[src/rtl/riscv_lsu.sv]
// Memory-stage load/store unit: one doubleword-aligned req/gnt/rvalid transaction per M-stage op.
// Optional RISCV_LSU_PERF_EN adds load/store/stall event counters.
module riscv_lsu #(
  parameter int XLEN   = 64,
  parameter int MASK_W = 8
) (
  input  logic              i_riscv_lsu_clk,
  input  logic              i_riscv_lsu_rst,
  input  logic              i_riscv_lsu_flush,
  input  logic              i_riscv_lsu_memr_m,
  input  logic              i_riscv_lsu_memw_m,
  input  logic [1:0]        i_riscv_lsu_storesrc_m,
  input  logic [2:0]        i_riscv_lsu_memext_m,
  input  logic [XLEN-1:0]   i_riscv_lsu_addr_m,
  input  logic [XLEN-1:0]   i_riscv_lsu_storedata_m,
  output logic              o_riscv_lsu_req,
  output logic              o_riscv_lsu_we,
  output logic [XLEN-1:0]   o_riscv_lsu_addr,
  output logic [XLEN-1:0]   o_riscv_lsu_wdata,
  output logic [MASK_W-1:0] o_riscv_lsu_bytemask,
  input  logic              i_riscv_lsu_gnt,
  input  logic              i_riscv_lsu_rvalid,
  input  logic [XLEN-1:0]   i_riscv_lsu_rdata,
  output logic              o_riscv_lsu_stall,
  output logic [XLEN-1:0]   o_riscv_lsu_loaddata,
  output logic              o_riscv_lsu_load_misaligned,
  output logic              o_riscv_lsu_store_misaligned
`ifdef RISCV_LSU_PERF_EN
  ,
  output logic [63:0]       o_riscv_lsu_perf_loads,
  output logic [63:0]       o_riscv_lsu_perf_stores,
  output logic [63:0]       o_riscv_lsu_perf_stalls
`endif
);

  typedef enum logic [2:0] {S_IDLE, S_REQ, S_WAIT, S_DRAIN, S_DONE} state_e;

  state_e            state_q, state_d;
  logic [XLEN-1:0]   addr_q, wdata_q, ld_q, ld_d;
  logic [MASK_W-1:0] mask_q;
  logic [2:0]        ext_q;
  logic              we_q;

  logic              is_store, is_load, misal, start, latch, capture;
  logic [1:0]        size_m;
  logic [MASK_W-1:0] mask_m;
  logic [XLEN-1:0]   wdata_m, rshift;

  // memr & memw together resolves to a store
  assign is_store = i_riscv_lsu_memw_m;
  assign is_load  = i_riscv_lsu_memr_m & ~i_riscv_lsu_memw_m;
  assign size_m   = is_store ? i_riscv_lsu_storesrc_m : i_riscv_lsu_memext_m[1:0];

  always_comb begin
    misal = 1'b0;
    case (size_m)
      2'b01:   misal = i_riscv_lsu_addr_m[0];
      2'b10:   misal = |i_riscv_lsu_addr_m[1:0];
      2'b11:   misal = |i_riscv_lsu_addr_m[2:0];
      default: misal = 1'b0;
    endcase
  end

  assign o_riscv_lsu_load_misaligned  = is_load & misal;
  assign o_riscv_lsu_store_misaligned = is_store & misal;
  assign start = (is_load | is_store) & ~misal & ~i_riscv_lsu_flush;

  always_comb begin
    mask_m = '0;
    case (size_m)
      2'b00:   mask_m = 8'h01;
      2'b01:   mask_m = 8'h03;
      2'b10:   mask_m = 8'h0F;
      default: mask_m = 8'hFF;
    endcase
    mask_m = mask_m << i_riscv_lsu_addr_m[2:0];
  end

  assign wdata_m = i_riscv_lsu_storedata_m << {i_riscv_lsu_addr_m[2:0], 3'b000};

  // Request fields are frozen at launch so they stay stable while gnt is pending.
  always_comb begin
    state_d = state_q;
    o_riscv_lsu_stall = 1'b0;
    o_riscv_lsu_req   = 1'b0;
    latch   = 1'b0;
    capture = 1'b0;
    case (state_q)
      S_IDLE: begin
        if (start) begin
          o_riscv_lsu_stall = 1'b1;
          latch   = 1'b1;
          state_d = S_REQ;
        end
      end
      S_REQ: begin
        o_riscv_lsu_stall = 1'b1;
        // a flush can only withdraw the request if it has not been accepted
        o_riscv_lsu_req = ~i_riscv_lsu_flush | i_riscv_lsu_gnt;
        if (i_riscv_lsu_gnt) begin
          if (we_q)                   state_d = S_DONE;
          else if (i_riscv_lsu_flush) state_d = S_DRAIN;
          else                        state_d = S_WAIT;
        end else if (i_riscv_lsu_flush) begin
          state_d = S_IDLE;
        end
      end
      S_WAIT: begin
        o_riscv_lsu_stall = 1'b1;
        if (i_riscv_lsu_rvalid) begin
          if (i_riscv_lsu_flush) state_d = S_IDLE;
          else begin
            capture = 1'b1;
            state_d = S_DONE;
          end
        end else if (i_riscv_lsu_flush) begin
          state_d = S_DRAIN;
        end
      end
      S_DRAIN: begin
        o_riscv_lsu_stall = 1'b1;
        if (i_riscv_lsu_rvalid) state_d = S_IDLE;
      end
      S_DONE:  state_d = S_IDLE;
      default: state_d = S_IDLE;
    endcase
    if (i_riscv_lsu_rst) begin
      o_riscv_lsu_stall = 1'b0;
      o_riscv_lsu_req   = 1'b0;
    end
  end

  assign rshift = i_riscv_lsu_rdata >> {addr_q[2:0], 3'b000};

  always_comb begin
    ld_d = rshift;
    case (ext_q)
      3'b000:  ld_d = {{(XLEN-8){rshift[7]}},   rshift[7:0]};
      3'b001:  ld_d = {{(XLEN-16){rshift[15]}}, rshift[15:0]};
      3'b010:  ld_d = {{(XLEN-32){rshift[31]}}, rshift[31:0]};
      3'b100:  ld_d = {{(XLEN-8){1'b0}},        rshift[7:0]};
      3'b101:  ld_d = {{(XLEN-16){1'b0}},       rshift[15:0]};
      3'b110:  ld_d = {{(XLEN-32){1'b0}},       rshift[31:0]};
      default: ld_d = rshift;
    endcase
  end

  always_ff @(posedge i_riscv_lsu_clk or posedge i_riscv_lsu_rst) begin
    if (i_riscv_lsu_rst) begin
      state_q <= S_IDLE;
      addr_q  <= '0;
      wdata_q <= '0;
      mask_q  <= '0;
      ext_q   <= '0;
      we_q    <= 1'b0;
      ld_q    <= '0;
    end else begin
      state_q <= state_d;
      if (latch) begin
        addr_q  <= i_riscv_lsu_addr_m;
        wdata_q <= wdata_m;
        mask_q  <= mask_m;
        ext_q   <= i_riscv_lsu_memext_m;
        we_q    <= is_store;
      end
      if (capture) ld_q <= ld_d;
    end
  end

  assign o_riscv_lsu_we       = we_q;
  assign o_riscv_lsu_addr     = {addr_q[XLEN-1:3], 3'b000};
  assign o_riscv_lsu_wdata    = wdata_q;
  assign o_riscv_lsu_bytemask = mask_q;
  assign o_riscv_lsu_loaddata = ld_q;

`ifdef RISCV_LSU_PERF_EN
  logic [63:0] perf_ld_q, perf_st_q, perf_stall_q;

  always_ff @(posedge i_riscv_lsu_clk or posedge i_riscv_lsu_rst) begin
    if (i_riscv_lsu_rst) begin
      perf_ld_q    <= '0;
      perf_st_q    <= '0;
      perf_stall_q <= '0;
    end else begin
      if (state_q == S_DONE && !we_q) perf_ld_q <= perf_ld_q + 64'd1;
      if (state_q == S_DONE &&  we_q) perf_st_q <= perf_st_q + 64'd1;
      if (o_riscv_lsu_stall)          perf_stall_q <= perf_stall_q + 64'd1;
    end
  end

  assign o_riscv_lsu_perf_loads  = perf_ld_q;
  assign o_riscv_lsu_perf_stores = perf_st_q;
  assign o_riscv_lsu_perf_stalls = perf_stall_q;
`endif

endmodule

[config.mk]
export PLATFORM = sky130hd
export DESIGN_NAME = riscv_lsu
export DESIGN_NICKNAME = d
export VERILOG_FILES = /design/src/rtl/riscv_lsu.sv
export SDC_FILE = /design/constraint.sdc
export NUM_CORES = 1
export LEC_CHECK = 0
export ABC_CLOCK_PERIOD_IN_PS = 9200
export CAP_MARGIN = 20
export CORE_AREA = 8 8 211 213
export CTS_CLUSTER_DIAMETER = 150
export CTS_CLUSTER_SIZE = 10
export DETAILED_ROUTE_END_ITERATION = 16
export DIE_AREA = 0 0 219 221
export SYNTH_ARGS = -nofsm -noshare
export SYNTH_HDL_FRONTEND = slang
export SYNTH_SLANG_ARGS = --single-unit
export TNS_END_PERCENT = 100
[constraint.sdc]
create_clock -name i_riscv_lsu_clk -period 9.2 [get_ports i_riscv_lsu_clk]
set_input_delay 1.84 -clock i_riscv_lsu_clk [delete_from_list [all_inputs] [get_ports i_riscv_lsu_clk]]
set_output_delay 1.84 -clock i_riscv_lsu_clk [all_outputs]
set_load 0.02 [all_outputs]
======== Yosys cells after proc, flatten, opt, wreduce, memory -nomap -nowiden ========
Cells that the tools add are included.
word-level totals
  flip-flop bits (word level) ............. 207
  input port bits ......................... 204
  output and inout port bits .............. 205
  logic and storage cells ................. 65
cells by class
  equality and inequality tests ........... 15
  shift-type cells ........................ 3
  multiplexer cells ....................... 23
  bitwise gates (word level) .............. 10
  reductions and logical operators ........ 7
operators by type and width
  cell                                                  count
  one-hot mux 64 bit (6 select lines)                   1
  << shifter 64 x 6 -> 64 bit                           1
  right shift 64 x 6 -> 64 bit                          1
  2-to-1 mux 3 bit                                      8
  one-hot mux 8 bit (3 select lines)                    1
  one-hot mux 3 bit (4 select lines)                    1
  equality test 3 x 2 -> 1 bit (second input constant)  3
  equality test 3 bit (second input constant)           3
  2-to-1 mux 1 bit                                      9
  << shifter 8 x 3 -> 8 bit                             1
  equality test 3 x 1 -> 1 bit (second input constant)  2
  logical NOT 3 bit                                     2
  != test 3 bit (second input constant)                 2
  OR reduction 3 bit                                    2
  AND 1 bit                                             5
  equality test 2 bit (second input constant)           2
  != test 2 bit (second input constant)                 2
  AND reduction 4 bit                                   1
  NOT 1 bit                                             3
  one-hot mux 1 bit (3 select lines)                    1
  equality test 2 x 1 -> 1 bit (second input constant)  1
  logical NOT 2 bit                                     1
  2-to-1 mux 2 bit                                      1
  bitwise OR 1 bit                                      2
  other kinds (2)                                       2

======== Depth between registers and ports, before layout ========
Gate-level depths: netlist (run 1).
  depth in word-level cells ............... 9
  gate-level depth with buffers ........... 9
  depth with buffers taken out ............ 5

======== Least setup slack after synthesis (run 1) ========
Ideal clock, no wire load.
  path type ............................... input port to output port
  start point ............................. in i_riscv_lsu_rst
  end point ............................... out o_riscv_lsu_req
  data arrival time ....................... 6.847 ns
  required time ........................... 7.360 ns
  path slack .............................. 0.513 ns
  stages .................................. 3
  path buffers ............................ 0
  cells stage by stage .................... inv_1 nand3_1 a21oi_1
between the ends
  word-level cells in the longest chain between the ends .. 1
RTL lines
  what              line  RTL
  start, declared   8     input logic i_riscv_lsu_rst,
  2-to-1 mux 1 bit  127   if (i_riscv_lsu_rst) begin
  end, declared     16    output logic o_riscv_lsu_req,
Every way passes these cells.

======== Final worst setup path (run 1) ========
  start point ............................. in i_riscv_lsu_addr_m[2]
  end point ............................... out o_riscv_lsu_stall
between the ends
  word-level cells in the longest chain between the ends .. 8
RTL lines
  what                                line  RTL
  start, declared                     14    input logic [XLEN-1:0] i_riscv_lsu_addr_m,
  OR reduction 3 bit                  59    2'b11: misal = |i_riscv_lsu_addr_m[2:0];
  one-hot mux 1 bit (3 select lines)  56    case (size_m)
  NOT 1 bit                           66    assign start = (is_load | is_store) & ~misal & ~i_riscv_lsu_flush;
  AND 1 bit (2 in series)             66
  2-to-1 mux 1 bit                    90    if (start) begin
  one-hot mux 1 bit (2 select lines)  88    case (state_q)
  2-to-1 mux 1 bit                    127
  end, declared                       24    output logic o_riscv_lsu_stall,
Every way passes these cells.

==> results of run 1 <==
==> layout by cell type, fill, tap and decap left out, drive strengths merged, types with 14 or more instances in the layout <==
master / synthesis / final
buf: 110 / 15
a21oi: 81 / 81
o22a: 23 / 23
inv: 15 / 15
clkdlybuf4s50: 0 / 402
clkbuf: 41 / 26
mux4: 24 / 24
nor2: 146 / 146
and2: 18 / 18
nor2b: 19 / 19
dfrtp: 207 / 207
mux2i: 128 / 128
a31oi: 18 / 18
nand2: 46 / 46
mux2: 149 / 149
o21ai: 45 / 45
a211oi: 14 / 14
==> where the power goes <==
part	internal (W)	switching (W)
logic	0.00148	0.00156
clock network	0.000463	0.000381
registers	0.00136	0.000318
total	0.00331	0.00226
==> worst min-delay path: stages, from the launching register on <==
cell and delay (ns):
dfrtp_1 0.34, nand2_1 0.04, o21ai_0 0.06
==> state kept, by name, indices dropped and copies added, names as in the netlist <==
name	count
o_riscv_lsu_bytemask	8
state_q	3
o_riscv_lsu_we	1
ext_q	3
o_riscv_lsu_loaddata	64
o_riscv_lsu_wdata	64
addr_q	64
==> cell type report <==
class,count,area share (%)
multi-input cells,784,36.0
flip-flops and latches,207,31.0
repair buffers,417,24.9
well taps,539,4.03
clock buffers,26,3.63
inverters,15,0.381
clock inverters,2,0.127
diodes,1,0.0149
==> final timing paths <==
| path | start | to | cells past startpoint |
|---|---|---|---|
| max | i_riscv_lsu_addr_m[2] | o_riscv_lsu_stall | 7 |
| min | o_riscv_lsu_loaddata[0] | o_riscv_lsu_loaddata[0] | 2 |
| max reg2reg | addr_q[1] | o_riscv_lsu_loaddata[60] | 6 |
| min reg2reg | o_riscv_lsu_loaddata[0] | o_riscv_lsu_loaddata[0] | 2 |
| max in group asynchronous | i_riscv_lsu_rst | addr_q[21] | 4 |
| min in group asynchronous | i_riscv_lsu_rst | state_q[0] | 2 |
==> layer usage <==
metal	vias to the layer above	share of wire, %	GRT usage [%]
met5	-	0.14	0
met1	4990	39	21.8
met2	435	48	31.2
met3	75	10	6.88
li1	4621	-	-
met4	10	2.7	5.49
==> stage by stage <==
stage	total power [W]	utilization (%)	hold slack [ns]	setup slack, ns
after CTS	0.00565	40.5	0.484	2.71
after detailed placement	0.00476	39.0	0.470	2.71
after global placement	0.00473	39.0	0.468	2.71
final	0.00557	40.6	0.484	2.73
after global routing	0.00589	40.6	0.503	2.48
after floorplan	0.00356	-	0.478	0.513
==> logic make-up after synthesis <==
family / Yosys count / synth area share (%)
flops: 207 / 42.6
buf+inv: 166 / 7.89
simple gates: 265 / 9.92
compound gates: 215 / 10.7
other cells: 1 / 0.0309
mux: 301 / 28.8
==> impl_metrics.csv, run 1 <==
group,metric,value,unit
clock_network,ctsResizeCount,0,
clock_network,cts.sinks,207,
sta,fin_crit,6.47,ns
sta,finalHoldViolCount,0,
drt,initialDrtViolationCount,624,
clock_network,cts_buffer_depth,3,
outcome,outcome,"finished clean",
placed_design,placed_area,16100,um^2
sta,maxSlewViolCount,0,
clock_network,clk_pin_slew,0.06,ns
worst_setup_path,crit_chain,"buf_2 > inv_1 > a21boi_0 > o21ba_2 > o31a_1 > nor3_1 > clkdlybuf4s50_1",
logic_synthesis,synthesis.area,12200,um^2
logic_synthesis,synthFlopType,"dfrtp_1",
logic_synthesis,synthTopCellsByCount,"207 x dfrtp_1, 147 x mux2_2, 146 x nor2_1",
placed_design,gp_congestion,0.875,
drt,vias,10100,
worst_setup_path,rrSetupSlack,6.07,ns
placed_design,placed_cells,1962,
worst_setup_path,worstSetupPathType,"input pin to primary output",
layout,layout-drive-gt1-share,15.3,%
power,cellPowerDensity,333,nW/um^2
worst_setup_path,cpPeakStageDelay,0.76,ns
worst_hold_path,hp-class,"flop to flop",
floorplan,num_io_pins,409,
floorplan,die-area,48400,um^2
grt,grt_pass1_wl,69.7,mm
grt,grt_max_degree,139,
drt,wirelength,46.8,mm
drt,route.detailed.drc,0,
logic_synthesis,syn_inst,1155,
sta,final.period_utilization,70.4,%
worst_setup_path,cp-end-kind,"primary output",
drt,dr.pass1.iters,5,
worst_setup_path,crit_path_start_kind,"input pin",
grt,grt.overflow.total,0,
worst_setup_path,crit_family,"buffers and inverters",
logic_synthesis,synth_top_area_cell,"dfrtp_1",
grt,grt_pass1_vias,10700,
layout,layout.nets,1653,
run,maxCapViolCount,0,
floorplan,core,41300,um^2
logic_synthesis,synth.area.top_cells,"dfrtp_1 43%, mux2_2 14%, mux2i_1 11%",
layout,stdcell_area,16700,um^2
logic_synthesis,synthArstFlopShare,100,%
floorplan,die_w,219,um
layout,area_growth,37.8,%
sta,worst_pin_slew,1.02,ns
sta,max_freq,154,MHz
layout,fillers,4046,
layout,multi_input_area,6020,um^2
sta,setup_viol,0,
logic_synthesis,yosysSeqAreaShare,42.6,%
sta,rsz0062_at_grt,"no",
worst_setup_path,cp.arrival,4.63,ns
logic_synthesis,ys_warn_count,0,
floorplan,initial_core_util,29.4,%
logic_synthesis,yosysMostFrequentCell,"dfrtp_1",
drt,drtAntennaViolNets,0,
floorplan,fp-row-count,75,
placed_design,io_buffers,405,
clock_network,post-cts-setup-buffers,0,
clock_network,cts_root_buf,"clkbuf_16",
sta,slew_headroom,32.0,%
clock_network,postCtsHoldBufs,0,
layout,fin_cells,1991,
logic_synthesis,synth_top_area_share,42.6,%
worst_setup_path,critical_path_required,7.36,ns
clock_network,cts_max_level,1,
drt,via_per_inst,5.09,
sta,final.setup_skew,0.0154,ns
power,peakVddDrop,182,uV
worst_setup_path,cp_slowest_cell,"inv_1",
logic_synthesis,syn_avg_cell_area,10.5,um^2
drt,post_drt_wl_per_cell,23.5,um
worst_setup_path,cp_max_fo,49,
sta,tns,0,ns
logic_synthesis,ys_ff_latch,207,
layout,seq_area,5180,um^2
clock_network,cts_tree,"done",
logic_synthesis,synthDistinctLibCells,46,
logic_synthesis,synth_edf_count,0,
grt,antenna_found_initial,6,
clock_network,numCtsBuffers,24,
clock_network,clk_latency,0.54,ns
worst_setup_path,path_buf_inv,3,
grt,grt_usage,18.6,%
placed_design,hpwl,35.0,mm
power,leakagePower,6.86,nW
floorplan,die_h,221,um
Note: power is estimated with default switching activity, not from simulation.
==> run 2, diff against run 1 <==
ABC_CLOCK_PERIOD_IN_PS = 5900   (was 9200)
clock period = 5.9 ns   (was 9.2 ns; I/O delays follow)
==> run 2 against run 1 <==
Sequential power rose by 57%. Wire length rose by 1.6%. Final cell count rose by 0.50%. Clock power rose by 54%. Clock skew fell by 0.00077 ns. Via count rose by 0.31%. Global-route usage rose by 0.53 points. Sequential share of layout area fell by 0.13 points. Largest cell class unchanged.
==> impl_metrics.csv, run 2 (same netlist as run 1, synthesis figures left out) <==
group,metric,value,unit
outcome,outcome,"finished clean",
sta,worst_pin_slew,0.967,ns
clock_network,cts_max_level,1,
power,cellPowerDensity,516,nW/um^2
layout,final_cell_mix,"402 x clkdlybuf4s50_1, 205 x dfrtp_1, 147 x mux2_2",
worst_setup_path,critical_path_required,4.72,ns
sta,final.period_utilization,83.5,%
power,power,0.00868,W
floorplan,initial_core_util,29.4,%
worst_setup_path,path_buf_inv,2,
drt,vias,10200,
floorplan,fp-row-count,75,
drt,wirelength,47.6,mm
worst_setup_path,cpPeakStageDelay,0.66,ns
worst_setup_path,cp_slowest_cell,"clkdlybuf4s50_1",
clock_network,cts_tree,"done",
drt,via_per_inst,5.08,
floorplan,die-area,48400,um^2
placed_design,gp_congestion,0.916,
sta,finalHoldViolCount,0,
drt,route.detailed.drc,0,
grt,antenna_found_initial,7,
power,power_frac_seq,30.4,%
layout,fillers,4090,
worst_hold_path,hp-class,"flop to flop",
clock_network,clk_latency,0.54,ns
layout,layout.nets,1661,
worst_setup_path,cpMostUsedCell,"clkdlybuf4s50_1",
grt,grt_pass1_vias,11000,
layout,layout-drive-gt1-share,15.8,%
layout,area_growth,38.4,%
power,clock_power_share,15.0,%
drt,initialDrtViolationCount,645,
worst_setup_path,crit_chain,"clkdlybuf4s50_1 > mux2_2 > a21boi_0 > o21ba_2 > o31a_1 > nor3_1 > clkdlybuf4s50_1",
power,swShare,40.4,%
worst_setup_path,cp-end-kind,"primary output",
drt,dr.pass1.iters,5,
sta,fin_crit,4.93,ns
drt,drtAntennaViolNets,0,
sta,final.setup_skew,0.0146,ns
layout,final_common_cell,"clkdlybuf4s50_1",
placed_design,io_buffers,405,
run,maxCapViolCount,0,
worst_setup_path,cp.arrival,3.75,ns
power,p_int,0.00517,W
clock_network,numCtsBuffers,24,
power,p_sw,0.00351,W
grt,grt.overflow.total,0,
sta,tns,0,ns
clock_network,postCtsHoldBufs,0,
worst_setup_path,path_depth,7,
placed_design,hpwl,36.0,mm
sta,rsz0062_at_grt,"no",
floorplan,die_w,219,um
clock_network,cts_buffer_depth,3,
clock_network,clk_pin_slew,0.06,ns
sta,maxSlewViolCount,0,
clock_network,cts_root_buf,"clkbuf_16",
clock_network,cts.sinks,207,
drt,post_drt_wl_per_cell,23.8,um
grt,grt_pass1_wl,71.5,mm
power,leakagePower,6.90,nW
grt,grt_max_degree,73,
floorplan,core,41300,um^2
clock_network,post-cts-setup-buffers,0,
grt,grt_usage,19.1,%
worst_setup_path,reg2reg_depth,5,
sta,slew_headroom,35.5,%
sta,setup_viol,0,
sta,max_freq,203,MHz
worst_setup_path,crit_family,"buffers and inverters",
sta,hold_ws,0.484,ns
power,peakVddDrop,306,uV
floorplan,num_io_pins,409,
worst_setup_path,crit_path_start_kind,"input pin",
worst_hold_path,min_path_cells,2,
clock_network,ctsResizeCount,0,
worst_setup_path,cp_max_fo,8,
floorplan,die_h,221,um
worst_setup_path,worstSetupPathType,"input pin to primary output",
power,pwr-share-comb,54.6,%
run 2: cell types whose count changed in the layout (fill, tap and decap cells not counted), sizes merged:
cell	previous run	this run
inv	15	14
clkinvlp	0	1
diode	1	4
buf	15	23
clkbuf	26	25
run 2: worst paths after layout:
check / startpoint / end / slack, ns
hold / removal: o_riscv_lsu_loaddata[3] / o_riscv_lsu_loaddata[3] / 0.48
setup reg to reg: addr_q[2] / o_riscv_lsu_loaddata[57] / 2.53
hold reg to reg: o_riscv_lsu_loaddata[3] / o_riscv_lsu_loaddata[3] / 0.48
min in group asynchronous: i_riscv_lsu_rst / addr_q[45] / 1.23
max in group asynchronous: i_riscv_lsu_rst / addr_q[0] / 2.97
setup / recovery: i_riscv_lsu_memw_m / o_riscv_lsu_stall / 0.97
run 2: routing by layer:
metal  routed length, um  vias up  global-route usage, %
met5                  72        -                      0
met4                1810       12                   7.10
met3                5300       88                   7.71
met2               22500      452                   31.7
met1               17900     4973                   21.8
li1                    -     4637                      -
run 2: area by class of cell:
type | count | area (um^2) | share of cell area, %
flip-flops and latches | 207 | 5180 | 30.8
inverters | 15 | 60.1 | 0.357
well taps | 539 | 674 | 4.01
repair buffers | 425 | 4240 | 25.2
clock buffers | 25 | 604 | 3.59
clock inverters | 2 | 21.3 | 0.127
multi-input cells | 784 | 6020 | 35.8
diodes | 4 | 10.0 | 0.0595
run 2: power groups by stage:
stage,sequential [W],clock [W],combinational [W]
detailed placement,0.00265,0,0.00478
global route,0.00274,0.00141,0.00505
floorplan,0.00304,0,0.00250
finish,0.00264,0.00130,0.00474
global placement,0.00264,0,0.00475
CTS,0.00264,0.00137,0.00480
run 2: worst reg2reg max path, delay by kind of cell (launching register included):
kind	cells	cell delay [ns]
AOI/OAI and AO/OA	1	0.26
buffers and inverters	1	0.47
DFF	1	0.94
muxes	1	0.58
and+or+nand+nor	2	1.04
run 2: per-stage QoR:
stage / worst slack [ns] / utilization (%) / instances / area (um^2)
final: 0.974 / 40.7 / 2001 / 16800
after detailed placement: 0.945 / 39.2 / 1970 / 16200
after global placement: 0.908 / 39.1 / 1969 / 16200
after global routing: 0.836 / 40.7 / 1998 / 16800
after floorplan: 0.0439 / - / 1157 / 12200
after CTS: 0.942 / 40.7 / 1997 / 16800
==> run 3, diff against run 2 <==
ABC_CLOCK_PERIOD_IN_PS = 4600   (was 5900)
clock period = 4.6 ns   (was 5.9 ns; I/O delays follow)
==> run 3 against run 2 <==
Critical path depth did not move. Clock power up 29%. Combinational power rose by 28%. First-iteration DRC count is 4.8% higher. Power is 28% higher. Count of clock-buffer cells in the layout is the same. Non-clock buffer count decreased by 1. Final area is 0.21% lower. Via count grew 0.68%. Critical path type unchanged. Largest cell class unchanged. Largest power group unchanged.
==> impl_metrics.csv, run 3 (same netlist as run 1, synthesis figures left out) <==
group,metric,value,unit
worst_setup_path,crit_path_start_kind,"input pin",
floorplan,initial_core_util,29.4,%
worst_hold_path,min_to,"o_riscv_lsu_loaddata[4]",
clock_network,cts.sinks,207,
layout,area_growth,38.1,%
sta,maxSlewViolCount,0,
sta,max_freq,228,MHz
floorplan,num_io_pins,409,
power,power_frac_seq,30.2,%
floorplan,fp-row-count,75,
drt,via_per_inst,5.13,
layout,layout.nets,1660,
worst_setup_path,cp.arrival,3.46,ns
layout,fin_cells,1996,
drt,dr.pass1.iters,5,
sta,finalHoldViolCount,0,
drt,route.detailed.drc,0,
layout,layout-drive-gt1-share,15.7,%
clock_network,post-cts-setup-buffers,0,
worst_setup_path,r2r_end,"o_riscv_lsu_loaddata[60]",
clock_network,cts_root_buf,"clkbuf_16",
layout,final_common_cell,"clkdlybuf4s50_1",
grt,grt_usage,18.7,%
sta,slew_headroom,30.0,%
worst_setup_path,rrSetupSlack,1.52,ns
run,maxCapViolCount,0,
grt,grt_pass1_wl,69.8,mm
sta,tns,0,ns
grt,antenna_found_initial,4,
placed_design,gp_congestion,0.981,
placed_design,hpwl,35.1,mm
clock_network,cts_buffer_depth,3,
worst_setup_path,critical_path_required,3.68,ns
clock_network,clk_latency,0.54,ns
power,cellPowerDensity,664,nW/um^2
floorplan,die_h,221,um
worst_hold_path,hp-start,"o_riscv_lsu_loaddata[4]",
grt,grt_pass1_vias,10600,
drt,wirelength,47.2,mm
outcome,outcome,"finished clean",
worst_hold_path,hp-class,"flop to flop",
worst_setup_path,reg2reg_depth,5,
worst_setup_path,worstSetupPathType,"input pin to primary output",
layout,diodes,0,
grt,grt_max_degree,166,
sta,fin_crit,4.38,ns
power,clock_power_share,15.1,%
clock_network,ctsResizeCount,0,
clock_network,numCtsBuffers,24,
placed_design,placed_cells,1969,
layout,final_cell_mix,"402 x clkdlybuf4s50_1, 205 x dfrtp_1, 147 x mux2_2",
power,p_sw,0.00452,W
grt,grt.overflow.total,0,
drt,initialDrtViolationCount,676,
drt,drtAntennaViolNets,0,
worst_setup_path,cp_max_fo,8,
worst_setup_path,worstReg2RegStart,"addr_q[1]",
power,peakVddDrop,497,uV
worst_setup_path,cp-end-kind,"primary output",
placed_design,io_buffers,405,
sta,worst_pin_slew,1.05,ns
clock_network,clk_pin_slew,0.06,ns
floorplan,die-area,48400,um^2
power,leakagePower,6.88,nW
sta,final.setup_skew,0.0137,ns
drt,vias,10200,
clock_network,cts_tree,"done",
floorplan,die_w,219,um
floorplan,core,41300,um^2
drt,post_drt_wl_per_cell,23.6,um
power,swShare,40.5,%
sta,setup_viol,0,
power,pwr-share-comb,54.7,%
power,p_int,0.00663,W
sta,final.period_utilization,95.3,%
clock_network,postCtsHoldBufs,0,
worst_hold_path,min_path_cells,2,
sta,rsz0062_at_grt,"no",
clock_network,cts_max_level,1,
==> run 3: cell types whose count changed in the layout (fill, tap and decap cells not counted), sizes merged <==
cell and delta:
diode -4, buf -1
==> run 3: metrics by stage <==
stage | utilization, % | total power (W) | hold WS [ns] | setup slack [ns] | area [um^2]
floorplan | - | 0.00711 | 0.478 | -0.574 | 12200
global placement | 39.1 | 0.00946 | 0.469 | 0.228 | 16200
detailed placement | 39.1 | 0.00952 | 0.477 | 0.196 | 16200
CTS | 40.6 | 0.0113 | 0.490 | 0.187 | 16800
global route | 40.6 | 0.0118 | 0.512 | 0.0848 | 16800
finish | 40.6 | 0.0111 | 0.482 | 0.218 | 16800
==> run 3: final cells by class <==
| class | instances | area [um^2] |
|---|---|---|
| Sequential cell | 207 | 5180 |
| Timing Repair Buffer | 424 | 4210 |
| Clock buffer | 25 | 604 |
| Clock inverter | 2 | 21.3 |
| Multi-Input combinational cell | 784 | 6020 |
| Inverter | 15 | 60.1 |
| Tap cell | 539 | 674 |
| Fill cell | 4057 | 24500 |
==> run 3: worst max path at each step <==
stage	from	end	slack [ns]	depth (start not counted)
floorplan	i_riscv_lsu_rst	o_riscv_lsu_req	-0.57	3
global placement	i_riscv_lsu_memw_m	o_riscv_lsu_stall	0.23	7
detailed placement	i_riscv_lsu_memw_m	o_riscv_lsu_stall	0.20	7
CTS	i_riscv_lsu_memw_m	o_riscv_lsu_stall	0.19	7
global route	i_riscv_lsu_memw_m	o_riscv_lsu_stall	0.08	7
finish	i_riscv_lsu_memw_m	o_riscv_lsu_stall	0.22	7
==> run 3: layer usage <==
layer  up-vias  global-route usage (%)  routed length (um)
met5         -                       0                  42
met4         6                    6.29                1580
met3        77                    6.85                4960
met2       456                    31.1               22400
met1      5062                    21.9               18200
li1       4630                       -                   -
==> run 3: power by group through the flow <==
stage	logic, W	registers (W)	clock network [W]
after floorplan	0.00321	0.00390	0
after global placement	0.00609	0.00337	0
after detailed placement	0.00613	0.00339	0
after CTS	0.00616	0.00338	0.00176
after global routing	0.00647	0.00349	0.00182
final	0.00609	0.00337	0.00168
==> run 3: worst max-delay path: stages <==
cell and delay [ns]:
clkdlybuf4s50_1 0.62, mux2_2 0.39, a21oi_1 0.20, o21ba_2 0.23, o31a_1 0.30, nor3_1 0.13
clkdlybuf4s50_1 0.65
==> patch (settings of run 2) <==
The 5 states of `state_e` get a one-hot encoding in 5 bits.
--- a/src/rtl/riscv_lsu.sv
+++ b/src/rtl/riscv_lsu.sv
@@ -33,7 +33,7 @@
 `endif
 );
 
-  typedef enum logic [2:0] {S_IDLE, S_REQ, S_WAIT, S_DRAIN, S_DONE} state_e;
+  typedef enum logic [4:0] {S_IDLE = 5'b00001, S_REQ = 5'b00010, S_WAIT = 5'b00100, S_DRAIN = 5'b01000, S_DONE = 5'b10000} state_e;
 
   state_e            state_q, state_d;
   logic [XLEN-1:0]   addr_q, wdata_q, ld_q, ld_d;
Formal check against the unedited RTL: no difference found for any inputs over 4 cycles, from zero or initial values and one cycle with i_riscv_lsu_rst high; so few cycles prove little.
==> patch against run 2 <==
Routed wire length decreased by 0.58%; clock power is 3% higher; non-clock buffer count decreased by 3; hold slack got worse by 13 ps; cell area fell by 1.1%; synthesized area down 0.51%; via count is 8.1% higher; final cell count is 7.4% higher; fmax grew 3.5%; register-to-register slack better by 200 ps; worst setup slack better by 170 ps; sequential cell count increased by 2; power shrank 16%; combinational power decreased by 26%.
==> patch: results <==
metrics = {
    "cells_and_area": {
        "diodes": 1,
        "clock_buffers": 32,
        "nets": 1806,
        "num-multi-input-gates": 939,
        "n_all_buffers": 422,
        "clk_share": 0.03888,
        "inv_count": 6,
        "fin_area_um2": 16640,
        "buffer_area_frac": 0.2518,
        "drive_gt1_frac": 0.07023,
        "regArea_um2": 5236,
    },
    "drt": {
        "drtIter0Drc": 860,
    },
    "synth": {
        "yosys-top-cells-count": "nand2_1, dfrtp_1, nor2_1",
        "yosysSeqAreaShare": 0.4327,
        "ys_top_cells_by_area": "dfrtp_1, nand2_1, mux2i_1",
    },
    "worst_setup_path": {
        "rr_endpoint": "o_riscv_lsu_loaddata[21]",
        "r2r_setup_slack_ps": 2730,
        "r2r_start": "addr_q[0]",
    },
    "grt": {
        "grt_pass1_wl_um": 70990,
        "antenna_found_initial": 5,
    },
    "placement": {
        "post-place-ws_ps": 1126,
        "placed_area_um2": 15980,
        "place.gp.congestion": 0.9103,
    },
    "pwr": {
        "vdd_drop_max_mv": 0.2581,
    },
    "status": {
        "status": "finished, final reports clean",
    },
    "min_path": {
        "holdPathEnd": "addr_q[27]",
    },
}
[patch: how the worst max path moves through the flow]
| stage | startpoint | endpoint | slack, ps | cells after the start |
|---|---|---|---|---|
| floorplan | i_riscv_lsu_rst | o_riscv_lsu_req | 120 | 3 |
| global placement | i_riscv_lsu_memw_m | o_riscv_lsu_load_misaligned | 1160 | 6 |
| detailed placement | i_riscv_lsu_memw_m | o_riscv_lsu_load_misaligned | 1130 | 6 |
| CTS | i_riscv_lsu_memw_m | o_riscv_lsu_load_misaligned | 1120 | 6 |
| global route | i_riscv_lsu_memw_m | o_riscv_lsu_load_misaligned | 1040 | 6 |
| finish | i_riscv_lsu_memw_m | o_riscv_lsu_load_misaligned | 1140 | 6 |
[patch: worst max-delay path, delay by kind of cell]
kind	cells	cell delay [ps]
buffers and inverters	2	1370
multiplexers	1	270
AO/OA/AOI/OAI	1	90
AND/OR/NAND/NOR	2	660
[patch: layer usage]
layer,global-route usage,part of all wire,vias to the layer above,wire length [um]
li1,-,-,5089,-
met1,0.2202,0.39,5303,18240
met2,0.3237,0.49,516,22980
met3,0.06494,0.11,68,5001
met4,0.04370,0.022,10,1029
met5,0,0.0014,-,64
[patch: where the power goes]
group	total, mW	switching (mW)	internal [mW]
Sequential	2.41	0.487	1.93
Combinational	3.50	1.89	1.61
Clock	1.34	0.608	0.737
Total	7.26	2.99	4.27
[patch: cell families (layout without fill, tap and decap cells)]
family | count (synthesis) | after routing | share of synthesized area
muxes | 153 | 153 | 0.1648
AOI/OAI and AO/OA | 258 | 258 | 0.1420
other | 1 | 4 | 0.0003102
and+or+nand+nor | 524 | 524 | 0.1757
DFF | 209 | 209 | 0.4327
buffers and inverters | 171 | 461 | 0.08373
xor gates and xnor gates | 1 | 1 | 0.0007246
